File: src/rtl/mips_irq_sched_pkg.sv
// rtl/mips_irq_sched_pkg.sv - register map, dmem op codes and FSM states for the interrupt scheduler
package mips_irq_sched_pkg;

  localparam logic [3:0] DMEM_NOP = 4'd0;
  localparam logic [3:0] DMEM_LW  = 4'd4;
  localparam logic [3:0] DMEM_SW  = 4'd8;

  localparam logic [31:0] IRQ_EN_ADDR   = 32'h0000_2000;
  localparam logic [31:0] IRQ_PEND_ADDR = 32'h0000_2004;
  localparam logic [31:0] IRQ_CUR_ADDR  = 32'h0000_2008;
  localparam logic [31:0] IRQ_VEC_ADDR  = 32'h0000_2010;

  typedef enum logic [1:0] {
    IRQ_S_IDLE = 2'd0,
    IRQ_S_REQ  = 2'd1,
    IRQ_S_SVC  = 2'd2
  } irq_state_t;

  function automatic logic [31:0] irq_vec_addr(input int i);
    return IRQ_VEC_ADDR + 32'(i * 4);
  endfunction

endpackage

File: src/rtl/irq_edge_latch.sv
// rtl/irq_edge_latch.sv - per-source rising-edge detect and pending flop with write-1-to-clear
module irq_edge_latch (
  input  logic clk,
  input  logic rst,
  input  logic req,
  input  logic clr,
  output logic pend,
  output logic pend_nxt
);

  logic req_d;
  logic pend_q;

  // A new edge in the same cycle as a clear keeps the bit set.
  assign pend_nxt = (req & ~req_d) | (pend_q & ~clr);
  assign pend     = pend_q;

  always_ff @(posedge clk) begin
    if (!rst) begin
      req_d  <= 1'b0;
      pend_q <= 1'b0;
    end else begin
      req_d  <= req;
      pend_q <= pend_nxt;
    end
  end

endmodule

File: src/rtl/mips_irq_sched.sv
// rtl/mips_irq_sched.sv - interrupt scheduler on the mips789 dmem bus; IRQ_SCHED_RR_EN selects round-robin arbitration
module mips_irq_sched
  import mips_irq_sched_pkg::*;
#(
  parameter int          NSRC    = 3,
  parameter logic [31:0] VEC_RST = 32'h0000_0000
) (
  input  logic            clk,
  input  logic            rst,
  input  logic [31:0]     addr,
  input  logic [31:0]     din,
  input  logic [3:0]      mem_ctl,
  output logic [31:0]     dout,
  input  logic [NSRC-1:0] src_req,
  input  logic            irq_ack_i,
  input  logic            irq_done_i,
  output logic            irq_req_o,
  output logic [31:0]     irq_addr_o
);

  logic            is_sw;
  logic            is_lw;
  logic [NSRC:0]   en_q;
  logic [NSRC:0]   en_nxt;
  logic [NSRC-1:0] pend;
  logic [NSRC-1:0] pend_nxt;
  logic [NSRC-1:0] w1c;
  logic [NSRC-1:0] ack_clr;
  logic [NSRC-1:0] clr;
  logic [NSRC-1:0] req_vec;
  logic [31:0]     vec_q [NSRC];
  logic [31:0]     cur_vec;
  logic [31:0]     rd_data;
  logic [31:0]     dout_q;
  irq_state_t      state_q;
  irq_state_t      state_nxt;
  logic [2:0]      gnt_q;
  logic [2:0]      gnt_sel;
  logic            gnt_found;
  logic            gnt_load;
  logic            gnt_pend_nxt;

  assign is_sw  = (mem_ctl == DMEM_SW);
  assign is_lw  = (mem_ctl == DMEM_LW);
  assign en_nxt = (is_sw && addr == IRQ_EN_ADDR) ? din[NSRC:0] : en_q;
  assign w1c    = (is_sw && addr == IRQ_PEND_ADDR) ? din[NSRC-1:0] : '0;
  assign clr    = w1c | ack_clr;
  assign req_vec = pend & en_q[NSRC:1];

  for (genvar i = 0; i < NSRC; i++) begin : g_src
    irq_edge_latch u_latch (
      .clk      (clk),
      .rst      (rst),
      .req      (src_req[i]),
      .clr      (clr[i]),
      .pend     (pend[i]),
      .pend_nxt (pend_nxt[i])
    );
  end

  // Decode the granted id with compares so no variable index is wider than the vectors.
  always_comb begin
    ack_clr      = '0;
    gnt_pend_nxt = 1'b0;
    cur_vec      = '0;
    for (int i = 0; i < NSRC; i++) begin
      if (gnt_q == 3'(i)) begin
        ack_clr[i]   = (state_q == IRQ_S_REQ) && irq_ack_i;
        gnt_pend_nxt = pend_nxt[i];
        cur_vec      = vec_q[i];
      end
    end
  end

`ifdef IRQ_SCHED_RR_EN
  logic [2:0] rr_ptr_q;

  always_ff @(posedge clk) begin
    if (!rst) begin
      rr_ptr_q <= 3'(NSRC - 1);
    end else if (state_q == IRQ_S_REQ && irq_ack_i) begin
      rr_ptr_q <= gnt_q;
    end
  end
`endif

  always_comb begin : arb
    int cand;
    gnt_sel   = '0;
    gnt_found = 1'b0;
    for (int k = 0; k < NSRC; k++) begin
`ifdef IRQ_SCHED_RR_EN
      cand = int'(rr_ptr_q) + 1 + k;
      if (cand >= NSRC) cand = cand - NSRC;
`else
      cand = k;
`endif
      for (int j = 0; j < NSRC; j++) begin
        if (j == cand && req_vec[j] && !gnt_found) begin
          gnt_found = 1'b1;
          gnt_sel   = 3'(j);
        end
      end
    end
  end

  always_comb begin
    state_nxt = state_q;
    gnt_load  = 1'b0;
    case (state_q)
      IRQ_S_IDLE: begin
        if (en_q[0] && gnt_found) begin
          state_nxt = IRQ_S_REQ;
          gnt_load  = 1'b1;
        end
      end
      IRQ_S_REQ: begin
        // Withdraw looks at next-cycle enable/pending so a bus write drops the request immediately.
        if (irq_ack_i) state_nxt = IRQ_S_SVC;
        else if (!en_nxt[0] || !gnt_pend_nxt) state_nxt = IRQ_S_IDLE;
      end
      IRQ_S_SVC: begin
        if (irq_done_i) state_nxt = IRQ_S_IDLE;
      end
      default: state_nxt = IRQ_S_IDLE;
    endcase
  end

  always_comb begin
    rd_data = '0;
    if (is_lw) begin
      if (addr == IRQ_EN_ADDR) rd_data[NSRC:0] = en_q;
      if (addr == IRQ_PEND_ADDR) rd_data[NSRC-1:0] = pend;
      if (addr == IRQ_CUR_ADDR) begin
        rd_data[31]  = (state_q == IRQ_S_SVC);
        rd_data[2:0] = gnt_q;
      end
      for (int i = 0; i < NSRC; i++) begin
        if (addr == irq_vec_addr(i)) rd_data = vec_q[i];
      end
    end
  end

  always_ff @(posedge clk) begin
    if (!rst) begin
      state_q <= IRQ_S_IDLE;
      gnt_q   <= '0;
      en_q    <= '0;
      dout_q  <= '0;
      for (int i = 0; i < NSRC; i++) vec_q[i] <= VEC_RST;
    end else begin
      state_q <= state_nxt;
      en_q    <= en_nxt;
      dout_q  <= rd_data;
      if (gnt_load) gnt_q <= gnt_sel;
      for (int i = 0; i < NSRC; i++) begin
        if (is_sw && addr == irq_vec_addr(i)) vec_q[i] <= din;
      end
    end
  end

  assign dout       = dout_q;
  assign irq_req_o  = (state_q == IRQ_S_REQ);
  assign irq_addr_o = (state_q == IRQ_S_REQ) ? cur_vec : 32'h0;

endmodule
File: config.mk
export PLATFORM = sky130hd
export DESIGN_NAME = mips_irq_sched
export DESIGN_NICKNAME = d
export VERILOG_FILES = /design/src/rtl/mips_irq_sched_pkg.sv /design/src/rtl/irq_edge_latch.sv /design/src/rtl/mips_irq_sched.sv
export SDC_FILE = /design/constraint.sdc
export NUM_CORES = 1
export LEC_CHECK = 0
export BUFFER_PORTS_ARGS = -buffer_cell sky130_fd_sc_hd__clkbuf_2
export CORE_MARGIN = 2
export CORE_UTILIZATION = 45
export CTS_CLUSTER_SIZE = 28
export DETAILED_ROUTE_END_ITERATION = 16
export PLACE_DENSITY = 0.78
export SYNTH_ARGS = -nofsm -noshare
export SYNTH_HDL_FRONTEND = slang
export SYNTH_SLANG_ARGS = --single-unit
File: constraint.sdc
create_clock -name clk -period 4.1 [get_ports clk]
set_clock_uncertainty 0.15 [all_clocks]
set_input_delay 0.205 -clock clk [delete_from_list [all_inputs] [get_ports clk]]
set_output_delay 0.205 -clock clk [all_outputs]
set_load 0.05 [all_outputs]
==> Yosys cells after proc, flatten, opt, wreduce, memory -nomap -nowiden <==
Memory sizes are Yosys's and may differ from the RTL's.
Cells that the tools add are included.
{ "totals": {"ff_bits": 47, "ramBits": 96, "in_bits": 75, "elab_cells": 109, "memories": 1} }
{ "memory_table": {"columns": ["name", "depth", "width", "read_ports", "rd_ports_with_merged_regs", "write_ports", "line", "source"], "rows": [
  ["vec_q", 3, 32, 3, 0, 3, "mips_irq_sched.sv:31", "logic [31:0] vec_q [NSRC];"]
]} }
{ "op_classes": {"n_eq_ne": 15, "n_mux": 44, "bitwise_logic": 20, "n_reduce_logical": 18} }
{ "ops": {"columns": ["operator", "count"], "rows": [
  ["$mux W32", 10],
  ["$eq A32 B14 Y1 const B", 6],
  ["$mux W1", 24],
  ["$mux W3", 4],
  ["$logic_and A1 B1 Y1", 9],
  ["$mux W2", 4],
  ["$and A1 B1 Y1", 6],
  ["$not A1 Y1", 6],
  ["$or A1 B1 Y1", 6],
  ["$pmux W2 S3", 1],
  ["$eq A4 B3 Y1 const B", 1],
  ["$eq A4 B4 Y1 const B", 1],
  ["$logic_not A1 Y1", 4],
  ["$mux W4", 1],
  ["$ne A2 B2 Y1 const B", 2],
  ["$and A3 B3 Y3", 1],
  ["$eq A3 B1 Y1 const B", 1],
  ["$eq A3 B2 Y1 const B", 1],
  ["$logic_not A3 Y1", 1],
  ["$ne A3 B2 Y1 const B", 1],
  ["$or A3 B3 Y3", 1],
  ["$reduce_and A3 Y1", 1],
  ["$eq A2 B1 Y1 const B", 1],
  ["$eq A2 B2 Y1 const B", 1],
  ["3 further kinds", 3]
]} }

==> Logic depth before layout (Yosys ltp) <==
Gate-level depths: netlist (run 1).
{ "depth": {"ltp_word": 15, "mapped_depth": 7} }

==> Hierarchy <==
A second synthesis (run 1) with hierarchy kept.
{ "hier_totals": {"hier_cells": 578, "hier_area_um2": 6396.1} }
{ "by_module_without_submodules": {"columns": ["mod", "instances", "cells_each", "area_each_um2", "seq_area_each_um2"], "rows": [
  ["mips_irq_sched", 1, 557, 6174.7, 3683.5],
  ["irq_edge_latch", 3, 7, 73.8, 40.0]
]} }

==> Least setup slack after synthesis (run 1) <==
Ideal clock, no wire load.
{ "synth_path": {"kind": "input port to flip-flop", "start": "input port addr[8]", "end": "memory vec_q[0][0] (enable)", "t_arrival_ps": 2923, "required_ps": 3525, "slack_ps": 601, "path_stages": 6, "n_path_buf": 1, "path_cell_list": "nor4_2 -> nand4_4 -> nor4_4 -> buf_6 -> inv_2 -> o21ai_1"} }
{ "synth_lines": {"columns": ["element", "line", "source"], "rows": [
  ["from (decl)", "mips_irq_sched.sv:10", "input logic [31:0] addr,"],
  ["to (decl)", "mips_irq_sched.sv:31", null]
]} }

==> Worst setup path in the final report (run 1) <==
{ "layout_path": {"start": "register gnt_q[1]", "end": "output port irq_addr_o[24]"} }
{ "layout_via": {"elab_chain_cells": 5, "word_cells_on_any_way": 7, "cone_classes": "eq/ne (2); mux (4); reduce/logical (1)"} }
{ "layout_rtl": {"columns": ["element", "line", "source"], "rows": [
  ["from (decl)", "mips_irq_sched.sv:37", "logic [2:0] gnt_q;"],
  ["from (signal assigned)", "mips_irq_sched.sv:155", "if (gnt_load) gnt_q <= gnt_sel;"],
  ["$logic_not A3 Y1", "mips_irq_sched.sv:67", "if (gnt_q == 3'(i)) begin"],
  ["$mux W32 (2 in series)", "mips_irq_sched.sv:67", null],
  ["$mux W32 *", "mips_irq_sched.sv:67", null],
  ["$mux W32 *", "mips_irq_sched.sv:164", "assign irq_addr_o = (state_q == IRQ_S_REQ) ? cur_vec : 32'h0;"],
  ["to (decl)", "mips_irq_sched.sv:18", "output logic [31:0] irq_addr_o"]
]} }
Mark *: on every way between the ends. The rest lies on a longest branch, timed or not.

==> results of run 1 <==
==> path summary, 6_finish.rpt <==
path,from,endpoint,slack (ns),depth (start not counted)
min reg2reg,vec_q[0][6],dout[6],0.38,2
min,din[4],vec_q[0][4],0.01,2
max,gnt_q[1],irq_addr_o[24],0.79,5
max reg2reg,gnt_q[1],state_q[0],1.36,5
==> cells in the mapped netlist (3+ instances only) <==
cell and instances:
a211oi_1 3, a21oi_1 39, a222oi_1 27, a31oi_1 6, and2_1 35, and3_1 3, buf_1 5, buf_2 12
clkbuf_1 14, dfxtp_1 46, edfxtp_1 96, inv_1 4, inv_2 3, mux2i_1 43, nand2_1 13, nand2b_1 3
nand3b_1 4, nor2_1 106, nor2b_1 4, nor3_1 5, nor4_2 3, nor4_4 4, o21a_1 3, o21ai_0 7
o21ai_1 3
==> metrics by stage <==
stage	instances	power (µW)	area (µm²)	setup WS, ns
floorplan	523	1700	6210	0.601
global placement	813	1770	7090	1.25
detailed placement	813	1780	7090	1.15
CTS	880	3340	8040	0.805
global route	880	3420	8040	0.587
finish	880	3330	8040	0.792
==> layer usage <==
| layer | wire [µm] | GRT usage [%] |
|---|---|---|
| met2 | 7930 | 37.5 |
| met5 | 0 | 0 |
| met1 | 6350 | 28.3 |
| met4 | 281 | 9.34 |
| met3 | 1600 | 5.45 |
==> power breakdown <==
part           switching (µW)  total [µW]  internal, µW
sequential               33.5        1610          1580
clock                     600        1550           949
combinational            84.9         165          79.7
==> cells by family (layout without fill, tap and decap cells) <==
| logic type | count (synthesis) | in the layout | share of synthesized area [%] |
|---|---|---|---|
| compound gates | 99 | 99 | 11.2 |
| buf+inv | 41 | 222 | 2.96 |
| flops | 142 | 142 | 61.3 |
| mux | 44 | 44 | 7.11 |
| simple gates | 197 | 197 | 17.5 |
==> worst max-delay path, cell delays in order (launching register included) <==
cell      delay [ns]
dfxtp_2         0.88
inv_1           0.22
nor2_4          0.75
a21oi_1         0.22
nor2_1          0.14
clkbuf_2        0.31
==> flip-flops by register name, indices dropped and copies added (netlist names) <==
signal	flops
g_src.u_latch.req_d	3
vec_q	96
gnt_q	2
en_q	4
state_q	2
dout	32
g_src.u_latch.pend	3
==> cell type report <==
class,count,area share (%)
Inverter,8,0.373
Multi-Input combinational cell,340,28.3
Sequential cell,142,47.3
Clock inverter,12,1.66
Clock buffer,20,5.82
Timing Repair Buffer,182,13.8
Tap cell,176,2.74
==> flow_summary.toml, run 1 <==
[worst_setup_path]
crit_path_max_fanout = 39
critical_path.startpoint_type = "flop"
critPathCaptureType = "output port"
crit_type = "flop to output port"
cp_data_required_time_ns = 3.74
critPathArrivalTime_ns = 2.95

[floorplan]
area_enclosed_by_the_die_boundary_um2 = 14800
die_w_um = 121
design.portCount = 140
start_util_pct = 46.5
coreArea_um2 = 13300
die_height_um = 121
core.rowCount = 42

[cts]
cts.sinks = 142
clock_tree_root_buffer_cell = "clkbuf_16"
htree_levels = 4
hold_buffers = 35
post_cts.resized_instances = 0
cts_buffer_depth = 2
cts.repair_timing.setup_buffer_count = 0
cts_buffers = 17
clk_latency_ns = 0.42
clock_tree_from_tritoncts = "done"
clk_transition_reported_paths_ns = 0.06

[layout]
layout_commonest_cell = "clkbuf_2"
antennaDiodeCount = 0
drive_above_1_share_pct = 29.1
ff_latch_area_um2 = 3810
nFillCells = 1089
final_util_pct = 60.3
flow.area_growth_from_synthesis_pct = 29.5
commonest_cells_after_routing_fill_and_taps_aside = "clkbuf_2, nor2_1, edfxtp_1"
num-nets-final = 766
multiInputGateArea_um2 = 2280

[synthesis]
syn_nets = 598
yosys.area.top_type_share_pct = 46.4
synth_area_um2 = 6210
synth_seq_cells = 142
synth_ff_type = "edfxtp_1"
netlist_instances = 523
syn_area_per_cell_um2 = 11.9
async_sr_flop_fraction_pct = 0
post_synth_edffs = 96
synth.distinct_cells = 50
synth.largest_area_cell = "edfxtp_1"
yosysSeqAreaShare_pct = 61.3
netlist_top_cells_area = "edfxtp_1, dfxtp_1, mux2i_1, nor2_1, a222oi_1"
synth-warning-count = 0

[route]
finalWirelength_um = 16200
postRouteAntennaNets = 0
avgViaCountPerCell = 5.65
drc_errors = 0
drtIter0Drc = 589
first_pass_iters = 6
routedWlPerCell_um = 18.4
vias = 4976

[global_routing]
grt_pass1_vias = 5028
number_of_antenna_violations_at_the_first_check_in_global_routing = 0
grt_overflow = 0
grt_use_total_pct = 22.6
grt_max_degree = 40
grt_first_pass_wirelength_um = 25300

[sta]
fin_crit_sh_pct = 80.7
report.final.hold_viol_count = 0
max_clock_freq_mhz = 302
slew-limit-headroom_pct = 20.3
period_minus_slack_ns = 3.31
final.setup.tns_ns = 0
hold-worst-slack_ns = 0.0146
setup_violations = 0
slew_violations = 0
grt_setup_unrepaired = "no"
measured_slew_at_the_worst_slew_check_pin_ns = 1.20

[placement]
gp_congestion = 0.873
dpl.hpwl_um = 10400
place.port_buffers = 139

[power]
leakage_uw = 0.00305
power_density_of_the_placed_cells_nw_per_um2 = 414
max-vdd-ir-drop_uv = 317

[min_path]
min_path_type = "primary input to flop"

[job]
cap_violations = 0

[run_status]
outcome = "completed"
Power figures use the tool's default switching activity.
==> run 2, diff against run 1 <==
ABC_AREA = 1   (was not set)
PLACE_DENSITY = 0.8   (was 0.78)
clock period = 3 ns   (was 4.1 ns; I/O delays follow)
==> run 2 against run 1 <==
Global-route usage shrank 0.88 points. Cell area grew 8.2%. Synthesized cell count grew 41%. Clock power grew 42%. Largest cell class unchanged. Core utilization shrank 0.62 points.
==> flow_summary.toml, run 2 <==
[floorplan]
die_w_um = 127
die_height_um = 127
area_enclosed_by_the_die_boundary_um2 = 16000
start_util_pct = 46.4
coreArea_um2 = 14600
design.portCount = 140
core.rowCount = 44

[global_routing]
number_of_antenna_violations_at_the_first_check_in_global_routing = 0
grt_overflow = 0
grt_max_degree = 37
grt_use_total_pct = 21.7
grt_first_pass_wirelength_um = 27400
grt_pass1_vias = 5633

[layout]
fin_cells = 1110
drive_above_1_share_pct = 27.6
nFillCells = 1213
ff_latch_area_um2 = 3800
multiInputGateArea_um2 = 2250
top_register = "vec_q"
flow.area_growth_from_synthesis_pct = 28.5
flip_flop_count_of_the_largest_register_all_copies_and_words_added = 96
num-nets-final = 988
antennaDiodeCount = 0
commonest_cells_after_routing_fill_and_taps_aside = "nand2_1, inv_1, clkbuf_2"
layout.cell_area.non_filler_um2 = 8700
final_util_pct = 59.6
layout_commonest_cell = "nand2_1"

[synthesis]
yosysMostFrequentCell = "nand2_1"
netlist_instances = 736
synth_ff_type = "edfxtp_1"
post_synth_most_frequent_cells = "nand2_1, inv_1, edfxtp_1"
async_sr_flop_fraction_pct = 0
post_synth_edffs = 96
yosysSeqAreaShare_pct = 56.2
synth_seq_cells = 142
synth_area_um2 = 6770
synth.distinct_cells = 32
synth-warning-count = 0
syn_nets = 811
syn_area_per_cell_um2 = 9.20
synth.largest_area_cell = "edfxtp_1"
yosys.area.top_type_share_pct = 42.6
netlist_top_cells_area = "edfxtp_1, dfxtp_1, nand2_1, inv_1, o211ai_1"

[power]
leakage_uw = 0.00424
max-vdd-ir-drop_uv = 438
power_density_of_the_placed_cells_nw_per_um2 = 531

[sta]
grt_setup_unrepaired = "no"
report.final.hold_viol_count = 0
fin_crit_sh_pct = 87.0
slew_violations = 0
max_clock_freq_mhz = 383
final.setup.tns_ns = 0
period_minus_slack_ns = 2.61
final.setup.worst_slack_ns = 0.391
setup_violations = 0
slew-limit-headroom_pct = 40.5
measured_slew_at_the_worst_slew_check_pin_ns = 0.891

[worst_setup_path]
crit_type = "flop to output port"
critPathCaptureType = "output port"
cp_data_required_time_ns = 2.70
crit_path_max_fanout = 23
critPathArrivalTime_ns = 2.31
critical_path.startpoint_type = "flop"

[cts]
cts_buffer_depth = 2
htree_levels = 4
clk_latency_ns = 0.41
cts.sinks = 142
cts_buffers = 17
post_cts.resized_instances = 0
clock_tree_from_tritoncts = "done"
clk_transition_reported_paths_ns = 0.06
clock_tree_root_buffer_cell = "clkbuf_16"

[placement]
detailedPlace.worstSlack_ns = 0.447
gp_congestion = 0.840
dpl.hpwl_um = 10900
place.port_buffers = 139
place.detailed.instances = 1040
placement.cell_area_um2 = 7700

[run_status]
outcome = "completed"

[route]
met2_length_um = 8170
first_pass_iters = 5
vias = 5774
met1Wirelength_um = 7110
routedWlPerCell_um = 15.4
finalWirelength_um = 17100
postRouteAntennaNets = 0
highest-signal-layer = "met4"
detailroute.wirelength.met3_um = 1440
avgViaCountPerCell = 5.20
drc_errors = 0
drtIter0Drc = 615

[min_path]
min_path_type = "primary input to flop"

[job]
cap_violations = 0
-- run 2: changes by cell type after synthesis, sizes merged, moves of 36 or more --
| cell | change |
|---|---|
| mux2i | -43 |
| nor2 | -36 |
| o211ai | +73 |
| nand3 | +49 |
| nand2 | +141 |
| inv | +148 |
-- run 2: final timing paths --
kind | startpoint | slack (ns) | end | depth (start not counted)
worst max-delay path | gnt_q[0] | 0.39 | irq_addr_o[16] | 7
worst min-delay path | addr[6] | 0.06 | en_q[0] | 6
worst max register to register | state_q[0] | 1.13 | state_q[0] | 7
worst min register to register | vec_q[0][72] | 0.37 | dout[8] | 2
-- run 2: metal layers --
layer  vias to the layer above  global-route usage, %
met5                         -                      0
met4                         0                   9.57
met3                        41                   4.18
met2                       294                   35.3
met1                      2663                   28.3
li1                       2776                      -
-- run 2: what timing repair did --
item,CTS,global route
buffers inserted,0,0
hold buffers,38,0
hold endpoints to repair,103,0
-- run 2: report_power, final --
group          leakage, µW  total [µW]  internal, µW  switching [µW]
Combinational      0.00267         225           104             121
Clock             0.000293        2200          1390             812
Sequential         0.00128        2190          2160            33.9
-- run 2: per-stage QoR --
step	total power (µW)	hold WS, ns
5_1_grt	4760	0.0810
2_1_floorplan	2320	0.0976
3_3_place_gp	2410	0.200
4_1_cts	4630	0.0480
3_5_place_dp	2410	0.205
6_report	4620	0.0648
-- run 2: area by class of cell --
class                   instances  area share [%]
multi-input cells             405            25.9
inverters                     155            6.69
clock buffers                  18            4.93
clock inverters                14            2.20
well taps                     184            2.65
flip-flops and latches        142            43.7
repair buffers                192            14.0
-- run 2: critical path, stage by stage (launching register included) --
cell and delay, ns:
dfxtp_1 0.40, inv_1 0.08, nor2_1 0.15, inv_1 0.40, o211ai_1 0.43, nand2_1 0.08
inv_1 0.07, clkbuf_2 0.27
-- run 2: cell families after synthesis --
| group | count (synthesis) | share of synthesized area [%] |
|---|---|---|
| AOI/OAI and AO/OA | 119 | 13.4 |
| buffers and inverters | 189 | 11.3 |
| and+or+nand+nor | 286 | 19.1 |
| DFF | 142 | 56.2 |
